File: src/rtl/rr_mux_pkg.sv
// Shared types and helpers for the round-robin registered mux (rr_mux_reg).
// Packet-lock mode is enabled by defining RR_MUX_PKT_EN.
package rr_mux_pkg;

  localparam int RR_N_DEF    = 4;
  localparam int RR_W_DEF    = 8;
  // Decode width for onehot(); channel count must stay below RR_MAX_N.
  localparam int RR_MAX_N    = 256;
  localparam int RR_MAX_SELW = 8;

  typedef enum logic [0:0] {
    ARB  = 1'b0,
    LOCK = 1'b1
  } state_t;

  function automatic logic [RR_MAX_N-1:0] onehot(input logic [RR_MAX_SELW-1:0] sel);
    logic [RR_MAX_N-1:0] v;
    v      = '0;
    v[sel] = 1'b1;
    return v;
  endfunction

endpackage

File: src/rtl/rr_arbiter.sv
// Combinational round-robin arbiter: first eligible request scanning from ptr upwards
// with wrap; mask_en restricts eligibility to the single channel mask_ch.
module rr_arbiter
  import rr_mux_pkg::*;
#(
  parameter int N    = RR_N_DEF,
  parameter int SELW = $clog2(N)
) (
  input  logic [N-1:0]    req,
  input  logic [SELW-1:0] ptr,
  input  logic            mask_en,
  input  logic [SELW-1:0] mask_ch,
  output logic [SELW-1:0] gnt_idx,
  output logic            gnt_vld
);

  logic [N-1:0] elig_s;

  // Restrict eligibility to the locked channel when masking is active.
  always_comb begin
    elig_s = '0;
    for (int i = 0; i < N; i++) begin
      if (mask_en) begin
        elig_s[i] = req[i] & (mask_ch == SELW'(i));
      end else begin
        elig_s[i] = req[i];
      end
    end
  end

  // Rotating priority scan; sum never exceeds 2N-2, so one subtraction wraps it.
  always_comb begin
    logic [SELW:0]   sum_v;
    logic [SELW-1:0] idx_v;
    gnt_idx = '0;
    gnt_vld = 1'b0;
    sum_v   = '0;
    idx_v   = '0;
    for (int k = 0; k < N; k++) begin
      sum_v = {1'b0, ptr} + (SELW+1)'(k);
      if (sum_v >= (SELW+1)'(N)) begin
        idx_v = SELW'(sum_v - (SELW+1)'(N));
      end else begin
        idx_v = sum_v[SELW-1:0];
      end
      if (!gnt_vld && elig_s[idx_v]) begin
        gnt_vld = 1'b1;
        gnt_idx = idx_v;
      end else begin
        gnt_vld = gnt_vld;
      end
    end
  end

endmodule

File: src/rtl/rr_mux_reg.sv
// N-channel round-robin mux with valid/ready handshakes and a registered output stage.
// Define RR_MUX_PKT_EN for packet-lock mode (adds in_last/out_last and the ARB/LOCK FSM).
module rr_mux_reg
  import rr_mux_pkg::*;
#(
  parameter int N    = RR_N_DEF,
  parameter int W    = RR_W_DEF,
  parameter int SELW = $clog2(N)
) (
  input  logic            clk,
  input  logic            rst_n,
  input  logic [N*W-1:0]  in_data,
  input  logic [N-1:0]    in_valid,
  output logic [N-1:0]    in_ready,
`ifdef RR_MUX_PKT_EN
  input  logic [N-1:0]    in_last,
  output logic            out_last,
`endif
  output logic [W-1:0]    out_data,
  output logic            out_valid,
  input  logic            out_ready,
  output logic [SELW-1:0] out_sel,
  output logic [N-1:0]    out_grant
);

  logic [W-1:0]          out_data_r;
  logic                  out_valid_r;
  logic [SELW-1:0]       out_sel_r;
  logic [SELW-1:0]       ptr_r;
  logic [SELW-1:0]       ptr_nx_s;
  logic [SELW-1:0]       gnt_idx_s;
  logic                  gnt_vld_s;
  logic                  load_s;
  logic                  accept_s;
  logic                  ptr_adv_s;
  logic                  mask_en_s;
  logic [SELW-1:0]       mask_ch_s;
  logic [W-1:0]          sel_data_s;
  logic [RR_MAX_N-1:0]   grant_wide_s;

  assign load_s   = ~out_valid_r | out_ready;
  assign accept_s = load_s & gnt_vld_s;

  rr_arbiter #(.N(N), .SELW(SELW)) u_arb (
    .req     (in_valid),
    .ptr     (ptr_r),
    .mask_en (mask_en_s),
    .mask_ch (mask_ch_s),
    .gnt_idx (gnt_idx_s),
    .gnt_vld (gnt_vld_s)
  );

`ifdef RR_MUX_PKT_EN
  state_t          state_r;
  state_t          state_nx_s;
  logic [SELW-1:0] lock_ch_r;
  logic            out_last_r;
  logic            sel_last_s;

  assign mask_en_s = (state_r == LOCK);
  assign mask_ch_s = lock_ch_r;
  assign ptr_adv_s = accept_s & sel_last_s;
  assign out_last  = out_last_r;

  // Last flag of the winning channel.
  always_comb begin
    sel_last_s = 1'b0;
    for (int i = 0; i < N; i++) begin
      if (gnt_idx_s == SELW'(i)) begin
        sel_last_s = in_last[i];
      end else begin
        sel_last_s = sel_last_s;
      end
    end
  end

  // Packet lock next-state: a non-last beat locks, a last beat releases.
  always_comb begin
    state_nx_s = state_r;
    case (state_r)
      ARB: begin
        if (accept_s && !sel_last_s) state_nx_s = LOCK;
        else                          state_nx_s = ARB;
      end
      LOCK: begin
        if (accept_s && sel_last_s) state_nx_s = ARB;
        else                        state_nx_s = LOCK;
      end
      default: state_nx_s = ARB;
    endcase
  end

  // FSM state, locked channel and registered last flag.
  always_ff @(posedge clk or negedge rst_n) begin
    if (!rst_n) begin
      state_r    <= ARB;
      lock_ch_r  <= '0;
      out_last_r <= 1'b0;
    end else begin
      state_r <= state_nx_s;
      if (accept_s) begin
        lock_ch_r  <= gnt_idx_s;
        out_last_r <= sel_last_s;
      end
    end
  end
`else
  assign mask_en_s = 1'b0;
  assign mask_ch_s = '0;
  assign ptr_adv_s = accept_s;
`endif

  // Winner data select and next pointer (winner+1 with wrap at N).
  always_comb begin
    sel_data_s = '0;
    for (int i = 0; i < N; i++) begin
      if (gnt_idx_s == SELW'(i)) begin
        sel_data_s = in_data[i*W +: W];
      end else begin
        sel_data_s = sel_data_s;
      end
    end
    if (gnt_idx_s == SELW'(N-1)) begin
      ptr_nx_s = '0;
    end else begin
      ptr_nx_s = gnt_idx_s + SELW'(1);
    end
  end

  // Ready goes only to the winner, and only when the output register can load.
  always_comb begin
    in_ready = '0;
    for (int i = 0; i < N; i++) begin
      if (rst_n && accept_s && (gnt_idx_s == SELW'(i))) begin
        in_ready[i] = 1'b1;
      end else begin
        in_ready[i] = 1'b0;
      end
    end
  end

  // Output register and round-robin pointer.
  always_ff @(posedge clk or negedge rst_n) begin
    if (!rst_n) begin
      out_data_r  <= '0;
      out_valid_r <= 1'b0;
      out_sel_r   <= '0;
      ptr_r       <= '0;
    end else begin
      if (accept_s) begin
        out_data_r  <= sel_data_s;
        out_sel_r   <= gnt_idx_s;
        out_valid_r <= 1'b1;
      end else if (load_s) begin
        out_valid_r <= 1'b0;
      end
      if (ptr_adv_s) begin
        ptr_r <= ptr_nx_s;
      end
    end
  end

  // Grant decode; blanked if the decode ever lands outside the channel range.
  always_comb begin
    grant_wide_s = onehot(RR_MAX_SELW'(out_sel_r));
    if (out_valid_r && !(|grant_wide_s[RR_MAX_N-1:N])) begin
      out_grant = grant_wide_s[N-1:0];
    end else begin
      out_grant = '0;
    end
  end

  assign out_data  = out_data_r;
  assign out_valid = out_valid_r;
  assign out_sel   = out_sel_r;

endmodule

File: config.mk
export PLATFORM = sky130hd
export DESIGN_NAME = rr_mux_reg
export DESIGN_NICKNAME = d
export VERILOG_FILES = /design/src/rtl/rr_mux_pkg.sv /design/src/rtl/rr_arbiter.sv /design/src/rtl/rr_mux_reg.sv
export SDC_FILE = /design/constraint.sdc
export NUM_CORES = 1
export LEC_CHECK = 0
export ABC_AREA = 1
export BUFFER_PORTS_ARGS = -buffer_cell sky130_fd_sc_hd__buf_2
export CAP_MARGIN = 10
export CORE_MARGIN = 2
export CORE_UTILIZATION = 45
export CTS_CLUSTER_DIAMETER = 30
export DETAILED_ROUTE_END_ITERATION = 7
export GPL_ROUTABILITY_DRIVEN = 0
export PLACE_DENSITY = 0.79
export SYNTH_ARGS = -nofsm -noshare
export SYNTH_HDL_FRONTEND = slang
export SYNTH_SLANG_ARGS = --single-unit
File: constraint.sdc
create_clock -name clk -period 3.4 [get_ports clk]
set_input_delay 0.34 -clock clk [delete_from_list [all_inputs] [get_ports clk]]
set_output_delay 0.34 -clock clk [all_outputs]
set_load 0.005 [all_outputs]
After elaboration in Yosys (flattened, before gate mapping). Index checks and enable logic that the tools add are counted.

Register bits: 13. Bits of input ports: 39. Output and inout bits: 19. Logic and storage cells: 76.

Add/sub/neg operators: 8. Order comparisons: 10. Equality and inequality tests: 3. Muxes and demuxes: 34. Bitwise operators: 3. Reduce and logical (&&, ||, !) cells: 14.

Operators by type and width (number): 8-bit 2-to-1 mux (4); 2-bit 2-to-1 mux (9); 1-bit 2-to-1 mux (15); 2-bit by 3-bit less-than comparator with 1-bit output, second input constant (4); 3-bit greater-or-equal comparator, second input constant (3); 1-bit logical AND (9); 2-bit by 9-bit less-than comparator with 1-bit output, second input constant (1); 1-bit binary-select mux with 2-bit select (4); 2-bit by 1-bit subtractor with 2-bit output, second input constant (4); 2-bit by 2-bit adder with 3-bit output, second input constant (2); 2-bit equality test, second input constant (2); 4-bit 2-to-1 mux (1); 2-bit by 1-bit adder with 3-bit output, second input constant (1); 2-bit by 3-bit greater-or-equal comparator with 1-bit output, second input constant (1); 1-bit logical NOT (3); 2-bit by 1-bit adder with 2-bit output, second input constant (1); 1-bit demux with 2-bit select (1); 2-bit by 1-bit equality test with 1-bit output, second input constant (1); 2-bit by 1-bit greater-or-equal comparator with 1-bit output, second input constant (1); 2-bit logical NOT (1); 2-bit nonzero test (1); 1-bit AND (1); 1-bit inverter (1); 1-bit bitwise OR (1).

Longest topological paths before layout. Gate-level depths: netlist of run 1.

Depth in word-level cells: 19. Depth in mapped cells: 19. Gate-level depth less buffers: 18.

Cells and area by module. Synthesis of run 1 repeated with hierarchy kept, for this count alone.

Cells, all modules: 202. Area, all modules: 1238.7 µm².

By module, submodules not included: rr_mux_reg (instances 1, cells each 144, area an instance 935.9 µm², sequential area each 325.3 µm²); rr_arbiter (instances 1, cells each 58, area an instance 302.8 µm², sequential area each 0.0 µm²).

Worst setup path after synthesis of run 1. OpenSTA, ideal clock, no wires.

Path type: register -> register. Start point: register ptr_r[0]. End point: register out_data_r[0], in the netlist out_data[0]. Setup time: 0.065 ns. Data arrival time: 2.333 ns. Data required time: 3.335 ns. Slack: 1.002 ns. Stages on the path, launching flop included: 19. Buffers on the path: 2. Clock period less this slack: 2.398 ns. Path through: dfrtp_1 buf_6 inv_6 nand2_1 nand3_1 nand2_1 nor2_4 nand3_2 nand3_1 inv_1 ha_1 clkbuf_1 nor2_1 nand2_1 nand2_1 o21ai_0 o21ai_0 nand2_1 nand2_1.

Cells in the longest elaborated chain, start to end: 19. Elaborated cells between the ends (all ways): 46. Those cells by class: add/sub (7); order compare (4); eq/ne (3); mux (24); bitwise (1); reduce/logical (7).

RTL lines: start, declared (line rr_mux_reg.sv:29) `logic [SELW-1:0] ptr_r;`; start signal, assigned (line rr_mux_reg.sv:158) `ptr_r <= ptr_nx_s;`; parallel branches: the longest is 13 deep, another holds 2-bit by 1-bit adder with 3-bit output; 2-bit 2-to-1 mux * (line rr_arbiter.sv:46) `if (!gnt_vld && elig_s[idx_v]) begin`; via gnt_idx_s[0] (line rr_mux_reg.sv:31) `logic [SELW-1:0] gnt_idx_s;`; 2-bit logical NOT (line rr_mux_reg.sv:117) `if (gnt_idx_s == SELW'(i)) begin`; 8-bit 2-to-1 mux (3 in a row) (line rr_mux_reg.sv:117); 8-bit 2-to-1 mux * (line rr_mux_reg.sv:117); end signal, assigned (line rr_mux_reg.sv:151) `out_data_r <= sel_data_s;`; end, declared (line rr_mux_reg.sv:26) `logic [W-1:0] out_data_r;`.

Mark *: on every way through the listed nets, which the timed path passes. The select of a mux whose other input is x is not followed. A chain may end at the register's enable or synchronous reset.

Final worst setup path of run 1.
Start point: register ptr_r[0]. End point: output in_ready[2].

Elaborated cells between the ends (all ways): 42. Those cells by class: add/sub (7); order compare (4); eq/ne (1); mux (21); bitwise (1); reduce/logical (8).

RTL lines: parallel branches: the longest is 13 deep, another holds 2-bit by 1-bit adder with 3-bit output; 2-bit 2-to-1 mux * (line rr_arbiter.sv:46); via gnt_idx_s[1] (line rr_mux_reg.sv:31); 2-bit equality test * (line rr_mux_reg.sv:134) `if (rst_n && accept_s && (gnt_idx_s == SELW'(i))) begin`; 1-bit logical AND * (line rr_mux_reg.sv:134); 1-bit 2-to-1 mux * (line rr_mux_reg.sv:134); end, declared (line rr_mux_reg.sv:14) `output logic [N-1:0] in_ready,`.

Marked as above.

==> results.json, run 1 <==
{
  "ctsResizeCount": 0,
  "cp.depth": 12,
  "syn_avg_cell_area_um2": 6.256,
  "start_util_pct": 46.64,
  "crit_type": "flop to primary output",
  "fmax_mhz": 350.5,
  "hold_viol_final": 0,
  "yosys.area_share.xor_xnor_pct": 0,
  "vias": 1277,
  "io_pins": 58,
  "drt_iter0_drc": 26,
  "muxShareOfSynthArea_pct": 0,
  "crit_arrival_ns": 2.51,
  "syn_inst": 183,
  "ant_nets": 0,
  "setup_violations": 0,
  "clkSinkCount": 13,
  "cpPeakStageDelay_ns": 0.58,
  "place_hpwl_um": 2257,
  "firstDrtPassIters": 4,
  "tightest_slew_ns": 0.4580,
  "synth-adder-area-share_pct": 4.372,
  "r2r-start": "ptr_r[0]$_DFFE_PN0N_",
  "cts_hold_buf": 1,
  "path_delay_family": "simple AND/OR/NAND/NOR gates",
  "die-area_mm2": 0.002964,
  "drt-total-wl_um": 2757,
  "place_inst": 263,
  "maxCapViolations": 0,
  "min_period_ns": 2.853,
  "path_cells": "nand2_1, nand3_1, nand2_1, nor2_4, nand3_1, nand3_1, nand2_1, inv_1, ha_1, inv_1, nor2_1, buf_2",
  "grt_pass1_wl_um": 4547,
  "layout.nets": 282,
  "rows": 18,
  "fin_cells": 268,
  "die_y_um": 54.44,
  "finClkSkew_ns": 0.01440,
  "grt_overflow": 0,
  "min_period_over_period_pct": 83.91,
  "reg2reg_depth": 15,
  "cts_tree": "done",
  "cts-buffers-inserted": 3,
  "grt_pass1_vias": 1068,
  "areaGrowthSynthToFinish_pct": 27.10,
  "tns_ns": 0,
  "r2r_setup_slack_ns": 0.58,
  "cts.path.max_buffers": 2,
  "yosysWarnings": 0,
  "n_antenna_cell": 0,
  "critPathBufInv": 3,
  "layout_common_cells": "nand2_1, buf_2, o21ai_0",
  "wire_per_inst_um": 10.29,
  "hp-class": "primary input to flop",
  "layout_commonest_cell": "nand2_1",
  "leakagePower_nw": 0.8661,
  "max-slew-margin-rel_pct": 69.36,
  "cts-htree-levels": 1,
  "ir_drop_v": 0.0008771,
  "hold_depth": 3,
  "drive_gt1_share_pct": 31.51,
  "drc_errors": 0,
  "yosys.area_share.simple_pct": 43.06,
  "crit_path_end_kind": "primary output",
  "dieWidth_um": 54.44,
  "cp_max_fo": 10,
  "slowest_stage": "dfrtp_1",
  "insertion_delay_ns": 0.28,
  "ys_seq_area_share_pct": 28.42,
  "drv_slew": 0,
  "postCtsSetupBuffers": 0,
  "syn_area_mm2": 0.001145,
  "grt_util_all_layers_pct": 21.25,
  "synth_top_family_by_area": "simple AND/OR/NAND/NOR gates",
  "yosys_register_bits": 13,
  "antenna_found_initial": 0,
  "cellPowerDensity_mw_per_mm2": 1253,
  "ys_types": 22,
  "min_to": "out_valid$_DFFE_PN0P_",
  "timing.rr.end": "out_data[0]$_DFFE_PN0N_",
  "avgViaCountPerCell": 4.765,
  "path_clk_slew_ns": 0.09,
  "worstHoldStart": "out_ready",
  "cp-start-kind": "flop",
  "rsz0062_at_grt": "false",
  "ctsRootBufferMaster": "clkbuf_4",
  "worstPathRequired_ns": 3.06,
  "synth_compound_area_share_pct": 13.01,
  "grt_max_degree": 18,
  "core_mm2": 0.002455,
  "io_buffers": 57,
  "outcome": "finished, final reports clean",
  "synth_nets": 226
}
-- logic make-up after synthesis --
group | count (synthesis)
flops | 13
compound gates | 29
buf+inv | 26
simple gates | 111
fa+ha+maj | 4
-- tightest hold or removal path, stage by stage --
cell	delay (ns)
buf_2	0.07
or2_2	0.13
nand2_1	0.06
-- metal layers --
layer  up-vias  part of all wire (%)  wire length (µm)  track usage [%]
met2        54                    45              1233            33.53
met5         -                     0                 0                0
met3         4                   7.4               205            3.825
met1       532                    46              1271            28.86
li1        687                     -                 -                -
met4         0                   1.7                46            7.917
-- sequential cells by signal (all words and copies together), names as in the netlist --
name,cells
ptr_r,2
out_valid,1
out_data,8
out_sel,2
-- final cells by class --
cell class / instances / area, µm²
clock buffer: 4 / 26.28
fill: 249 / 999.7
inverter: 19 / 78.83
multi-input combinational: 144 / 691.9
sequential: 13 / 325.3
tap: 30 / 37.54
timing repair buffer: 58 / 295.3
-- report_power, final --
part	total [mW]	internal (mW)	switching (mW)
Clock	0.0983	0.0455	0.0528
Combinational	1.42	0.528	0.891
Sequential	0.307	0.240	0.0669
-- cells in the mapped netlist --
library cell	instances	area share [%]
and2_1	1	0.55
dfrtp_1	13	28
nand4_1	1	0.55
inv_6	1	0.77
nand3_1	9	3.9
or2_2	1	0.55
o21ai_0	20	8.7
buf_6	3	3.0
nor2_4	1	0.98
inv_4	1	0.55
o21ai_2	1	0.77
nand3_2	2	1.7
nand2_1	80	26
nor2_1	5	1.6
nor3_1	4	1.7
inv_2	1	0.33
nand2_2	4	2.2
nand2_4	3	3.0
a21oi_1	8	3.5
inv_1	16	5.2
ha_1	4	4.4
clkbuf_1	4	1.3
-- stage by stage --
stage | power [mW] | cell area [µm²] | utilization (%) | setup WS (ns) | hold slack, ns
2_1_floorplan | 1.419 | 1145 | - | 1.002 | 0.04441
3_3_place_gp | 1.706 | 1419 | 57.80 | 0.6777 | 0.2486
3_5_place_dp | 1.733 | 1419 | 57.80 | 0.6484 | 0.2515
4_1_cts | 1.837 | 1455 | 59.28 | 0.5446 | 0.3705
5_1_grt | 2.096 | 1455 | 59.28 | 0.1809 | 0.3844
6_report | 1.824 | 1455 | 59.28 | 0.5470 | 0.3690
-- worst max-delay path by stage --
stage,from,endpoint
after CTS,ptr_r[0]$_DFFE_PN0N_,in_ready[2]
after detailed placement,ptr_r[0]$_DFFE_PN0N_,out_data[5]$_DFFE_PN0N_
after global routing,ptr_r[0]$_DFFE_PN0N_,out_data[5]$_DFFE_PN0N_
final,ptr_r[0]$_DFFE_PN0N_,in_ready[2]
after floorplan,ptr_r[0]$_DFFE_PN0N_,out_data[0]$_DFFE_PN0N_
after global placement,ptr_r[0]$_DFFE_PN0N_,out_data[6]$_DFFE_PN0N_
(Power assumes the default switching activity.)
==> run 2, diff against run 1 <==
- clock period: 3.4 -> 2.65 ns (I/O delays scaled with it)
==> run 2 against run 1 <==
Net effect:
- routed wire length is 4.5% higher
- hold slack lost 0.084 ns
- power grew 52%
- clock-buffer cell count unchanged
- cell count rose by 4.5%
- non-clock buffer count increased by 12
- critical path depth grew 2
- sequential share of layout area is 1.8 points lower
- die area is the same
- core utilization grew 5.5 points
- clock skew down 0.0028 ns
- largest cell class unchanged
- largest power group unchanged
- highest routed layer unchanged
==> results.json, run 2 (synthesis gave the netlist of run 1 again) <==
{
  "outcome": "finished, final reports clean",
  "cp-start-kind": "flop",
  "min_to": "out_data[3]$_DFFE_PN0N_",
  "drive_gt1_share_pct": 38.80,
  "layout_common_cells": "nand2_1, buf_2, o21ai_0",
  "rows": 18,
  "clockPowerShare_pct": 4.5,
  "largest_register_ffs": 8,
  "crit_type": "flop to primary output",
  "crit_path_end_kind": "primary output",
  "n_antenna_cell": 0,
  "setup_violations": 0,
  "power_frac_seq_pct": 13.7,
  "firstDrtPassIters": 4,
  "wire_per_inst_um": 10.29,
  "cts-htree-levels": 1,
  "dieWidth_um": 54.44,
  "clkSinkCount": 13,
  "io_buffers": 57,
  "cts_tree": "done",
  "r2r_setup_slack_ns": 0.24,
  "cellPowerDensity_mw_per_mm2": 1748,
  "areaGrowthSynthToFinish_pct": 38.91,
  "fmax_mhz": 400.1,
  "min_period_over_period_pct": 94.32,
  "leakagePower_nw": 0.9280,
  "ant_nets": 0,
  "layout.nets": 294,
  "fin_util_pct": 64.78,
  "fin_ws_ns": 0.1505,
  "place_ws_ns": 0.05765,
  "avgViaCountPerCell": 4.757,
  "drv_slew": 0,
  "finClkSkew_ns": 0.01160,
  "p_int_mw": 1.347,
  "layout_commonest_cell": "nand2_1",
  "core_mm2": 0.002455,
  "start_util_pct": 46.64,
  "drt-total-wl_um": 2882,
  "crit_arrival_ns": 2.23,
  "reg2reg_depth": 17,
  "path_clk_slew_ns": 0.08,
  "io_pins": 58,
  "place_hpwl_um": 2232,
  "grt_pass1_wl_um": 4347,
  "grt_overflow": 0,
  "grt_pass1_vias": 1068,
  "swShare_pct": 51.55,
  "grt_max_degree": 18,
  "fillers": 237,
  "insertion_delay_ns": 0.29,
  "timing.rr.end": "out_data[5]$_DFFE_PN0N_",
  "ctsRootBufferMaster": "clkbuf_4",
  "hold-worst-slack_ns": 0.2851,
  "die_y_um": 54.44,
  "die-area_mm2": 0.002964,
  "worstPathRequired_ns": 2.38,
  "p_comb_share_pct": 81.8,
  "hold_depth": 5,
  "tightest_slew_ns": 0.3144,
  "max-slew-margin-rel_pct": 79.04,
  "ir_drop_v": 0.001316,
  "cts.path.max_buffers": 2,
  "cp_max_fo": 5,
  "hp-class": "primary input to flop",
  "cts-buffers-inserted": 3,
  "r2r-start": "ptr_r[0]$_DFFE_PN0N_",
  "maxCapViolations": 0,
  "hold_viol_final": 0,
  "drc_errors": 0,
  "min_period_ns": 2.499,
  "antenna_found_initial": 0,
  "worstHoldStart": "in_data[27]",
  "drt_iter0_drc": 34,
  "vias": 1332,
  "power.switching_mw": 1.433,
  "grt_util_all_layers_pct": 20.18
}
-- run 2: changes by cell type in the layout (fill, tap and decap cells not counted), sizes merged --
cell	before	now
buf	57	69
clkinvlp	0	1
inv	19	18
-- run 2: final cells by class --
| type | count | area, µm² | share of cell area, % |
|---|---|---|---|
| clock buffers | 4 | 26.28 | 1.652 |
| multi-input cells | 144 | 732.0 | 46.03 |
| repair buffers | 70 | 385.4 | 24.23 |
| flip-flops and latches | 13 | 326.6 | 20.53 |
| inverters | 19 | 82.58 | 5.193 |
| well taps | 30 | 37.54 | 2.360 |
-- run 2: through the flow --
step / area (µm²) / total power [mW] / instances / setup TNS (ns)
6_report: 1590 / 2.780 / 280 / 0
3_5_place_dp: 1434 / 2.267 / 265 / 0
5_1_grt: 1590 / 3.121 / 280 / -0.04101
4_1_cts: 1486 / 2.457 / 270 / 0
2_1_floorplan: 1145 / 1.820 / 183 / 0
3_3_place_gp: 1434 / 2.251 / 265 / 0
-- run 2: worst max-delay path by stage --
stage	slack, ns	cells past startpoint	end	from
floorplan	0.25	18	out_data[0]$_DFFE_PN0N_	ptr_r[0]$_DFFE_PN0N_
global placement	0.04	14	out_data[5]$_DFFE_PN0N_	ptr_r[0]$_DFFE_PN0N_
detailed placement	0.06	14	out_data[5]$_DFFE_PN0N_	ptr_r[0]$_DFFE_PN0N_
CTS	0.01	13	in_ready[3]	ptr_r[0]$_DFFE_PN0N_
global route	-0.02	14	in_ready[2]	ptr_r[0]$_DFFE_PN0N_
finish	0.15	14	in_ready[2]	ptr_r[0]$_DFFE_PN0N_
-- run 2: repair_timing --
item / 4_1_cts / 5_1_grt
endpoints found under the setup margin: 2 / 8
hold buffers: 1 / 0
resized for setup: 4 / 11
pin swaps: 0 / 2
cloned: 0 / 0
buffers inserted: 0 / 10
endpoints found under the hold margin: 13 / 0
-- run 2: power groups by stage --
stage / clock network (mW) / logic, mW / registers, mW
3_5_place_dp: 0 / 1.87 / 0.392
6_report: 0.126 / 2.27 / 0.381
4_1_cts: 0.129 / 1.94 / 0.391
5_1_grt: 0.143 / 2.58 / 0.396
2_1_floorplan: 0 / 1.45 / 0.375
3_3_place_gp: 0 / 1.86 / 0.391
-- run 2: critical path, cell delays in order (launching register included) --
cell	delay (ns)
dfrtp_2	0.45
buf_4	0.15
nand2_1	0.05
nand2_1	0.09
nand2_2	0.11
nand2_4	0.05
nor2_4	0.14
nand3_1	0.10
nand3_2	0.10
nand2_2	0.08
inv_2	0.10
ha_4	0.18
clkinvlp_4	0.12
nor2_1	0.10
buf_2	0.11
-- run 2: routing by layer --
metal  routed length (µm)  global-route usage [%]
met3                  196                   3.279
met2                 1303                   31.93
met5                    0                       0
met1                 1359                   27.70
met4                   23                   7.083
==> run 3, diff against run 2 <==
- PLACE_DENSITY: 0.79 -> 0.87
==> run 3 against run 2 <==
Net effect:
- first-iteration DRC count increased by 2.9%
- sequential cell count unchanged
- clock-buffer cell count unchanged
- global-route usage is 0.32 points lower
- critical path type unchanged
==> results.json, run 3 (synthesis gave the netlist of run 1 again) <==
{
  "outcome": "finished, final reports clean",
  "crit_type": "flop to primary output",
  "hold_viol_final": 0,
  "clockPowerShare_pct": 4.9,
  "path_clk_slew_ns": 0.09,
  "p_int_mw": 1.188,
  "r2r-start": "ptr_r[0]$_DFFE_PN0N_",
  "areaGrowthSynthToFinish_pct": 34.10,
  "firstDrtPassIters": 4,
  "cts-buffers-inserted": 3,
  "multi_input_area_um2": 721.9,
  "largest_register_ffs": 8,
  "grt_overflow": 0,
  "power.switching_mw": 1.381,
  "drt_iter0_drc": 35,
  "die_y_um": 54.44,
  "crit_path_end_kind": "primary output",
  "max-slew-margin-rel_pct": 79.83,
  "fillers": 229,
  "r2r_setup_slack_ns": 0.20,
  "fmax_mhz": 395.1,
  "hp-class": "primary input to flop",
  "clkSinkCount": 13,
  "placed_cell_area_mm2": 0.001449,
  "setup_violations": 0,
  "drv_slew": 0,
  "fin_ws_ns": 0.1189,
  "layout_common_cells": "nand2_1, buf_2, o21ai_0",
  "die-area_mm2": 0.002964,
  "cp_max_fo": 9,
  "ant_nets": 0,
  "grt_pass1_wl_um": 4319,
  "cellPowerDensity_mw_per_mm2": 1673,
  "min_period_over_period_pct": 95.51,
  "cts.path.max_buffers": 2,
  "start_util_pct": 46.64,
  "n_antenna_cell": 0,
  "power_frac_seq_pct": 15.0,
  "leakagePower_nw": 0.8996,
  "grt_max_degree": 15,
  "ctsRootBufferMaster": "clkbuf_4",
  "io_buffers": 57,
  "layout_commonest_cell": "nand2_1",
  "cpPeakStageDelay_ns": 0.47,
  "finClkSkew_ns": 0.01520,
  "wire_per_inst_um": 10.55,
  "fin_cells": 274,
  "core_mm2": 0.002455,
  "drt-total-wl_um": 2890,
  "vias": 1296,
  "dieWidth_um": 54.44,
  "tightest_slew_ns": 0.3025,
  "p_comb_share_pct": 80.1,
  "io_pins": 58,
  "insertion_delay_ns": 0.29,
  "path_delay_family": "simple AND/OR/NAND/NOR gates",
  "cp-start-kind": "flop",
  "worstHoldStart": "in_data[25]",
  "critPathBufInv": 4,
  "crit_arrival_ns": 2.27,
  "place_hpwl_um": 2222,
  "min_period_ns": 2.531,
  "startpoint": "ptr_r[0]$_DFFE_PN0N_",
  "seq_area_um2": 326.6,
  "path_cells": "buf_4, nand2_1, nand2_2, nand2_4, nand2_4, nor2_4, nand3_1, nand3_2, nand2_2, inv_1, ha_2, inv_2, nor2_1, buf_2",
  "tns_ns": 0,
  "rows": 18,
  "maxCapViolations": 0,
  "layout.nets": 288,
  "grt_pass1_vias": 1069,
  "place_inst": 267,
  "drive_gt1_share_pct": 36.89,
  "slowest_stage": "dfrtp_2",
  "fin_area_mm2": 0.001535,
  "ir_drop_v": 0.001054,
  "antenna_found_initial": 0,
  "swShare_pct": 53.75,
  "avgViaCountPerCell": 4.730,
  "grt_util_all_layers_pct": 19.86,
  "drc_errors": 0,
  "worstPathRequired_ns": 2.38,
  "cts_tree": "done",
  "cts-htree-levels": 1,
  "place_ws_ns": 0.1767,
  "rsz0062_at_grt": "true"
}
-- run 3: cell types whose count changed in the layout (fill, tap and decap cells not counted), moves of 2 or more --
cell | before | now
inv_1 | 13 | 15
ha_2 | 0 | 3
ha_4 | 2 | 0
buf_4 | 12 | 5
-- run 3: final timing paths --
check / endpoint / cells past startpoint
max in group asynchronous: ptr_r[0]$_DFFE_PN0N_ / 2
min in group asynchronous: out_sel[0]$_DFFE_PN0N_ / 2
max: in_ready[2] / 14
min: out_data[1]$_DFFE_PN0N_ / 5
min reg2reg: out_data[3]$_DFFE_PN0N_ / 2
max reg2reg: out_data[2]$_DFFE_PN0N_ / 18
-- run 3: stage by stage --
step,hold slack (ns),power [mW],utilization (%)
4_1_cts,0.2800,2.429,60.50
5_1_grt,0.2816,2.917,62.54
6_report,0.2788,2.569,62.54
3_5_place_dp,0.1718,2.296,59.02
2_1_floorplan,-0.03059,1.820,-
3_3_place_gp,0.1667,2.259,59.02
-- run 3: worst reg2reg max path: cells and delay by family (launching register included) --
kind | cells | cell delay (ns)
and+or+nand+nor | 13 | 1.14
DFF | 1 | 0.47
buffers and inverters | 2 | 0.32
AOI/OAI and AO/OA | 2 | 0.27
adders and majority gates | 1 | 0.20
-- run 3: cell type report --
| type | instances | area share [%] |
|---|---|---|
| multi-input cells | 144 | 47.03 |
| repair buffers | 64 | 22.41 |
| flip-flops and latches | 13 | 21.27 |
| inverters | 19 | 5.134 |
| well taps | 30 | 2.445 |
| clock buffers | 4 | 1.711 |
-- run 3: power by group through the flow --
stage                     clock [mW]  sequential, mW  combinational, mW
after detailed placement           0           0.394               1.90
after floorplan                    0           0.375               1.45
after global placement             0           0.391               1.87
final                          0.125           0.387               2.06
after global routing           0.140           0.397               2.38
after CTS                      0.127           0.391               1.91
-- run 3: repair_timing --
action,CTS,global route
setup endpoints to repair,0,11
hold buffers,1,0
hold endpoints to repair,13,0
setup buffers,0,2
resized for setup,0,15
-- run 3: metal layers --
| metal | vias to the layer above | routed length [µm] | part of all wire, % | global-route usage (%) |
|---|---|---|---|---|
| met4 | 0 | 38 | 1.3 | 7.917 |
| met5 | - | 0 | 0 | 0 |
| li1 | 698 | - | - | - |
| met1 | 534 | 1319 | 46 | 26.72 |
| met2 | 59 | 1328 | 46 | 30.52 |
| met3 | 5 | 203 | 7.0 | 4.645 |
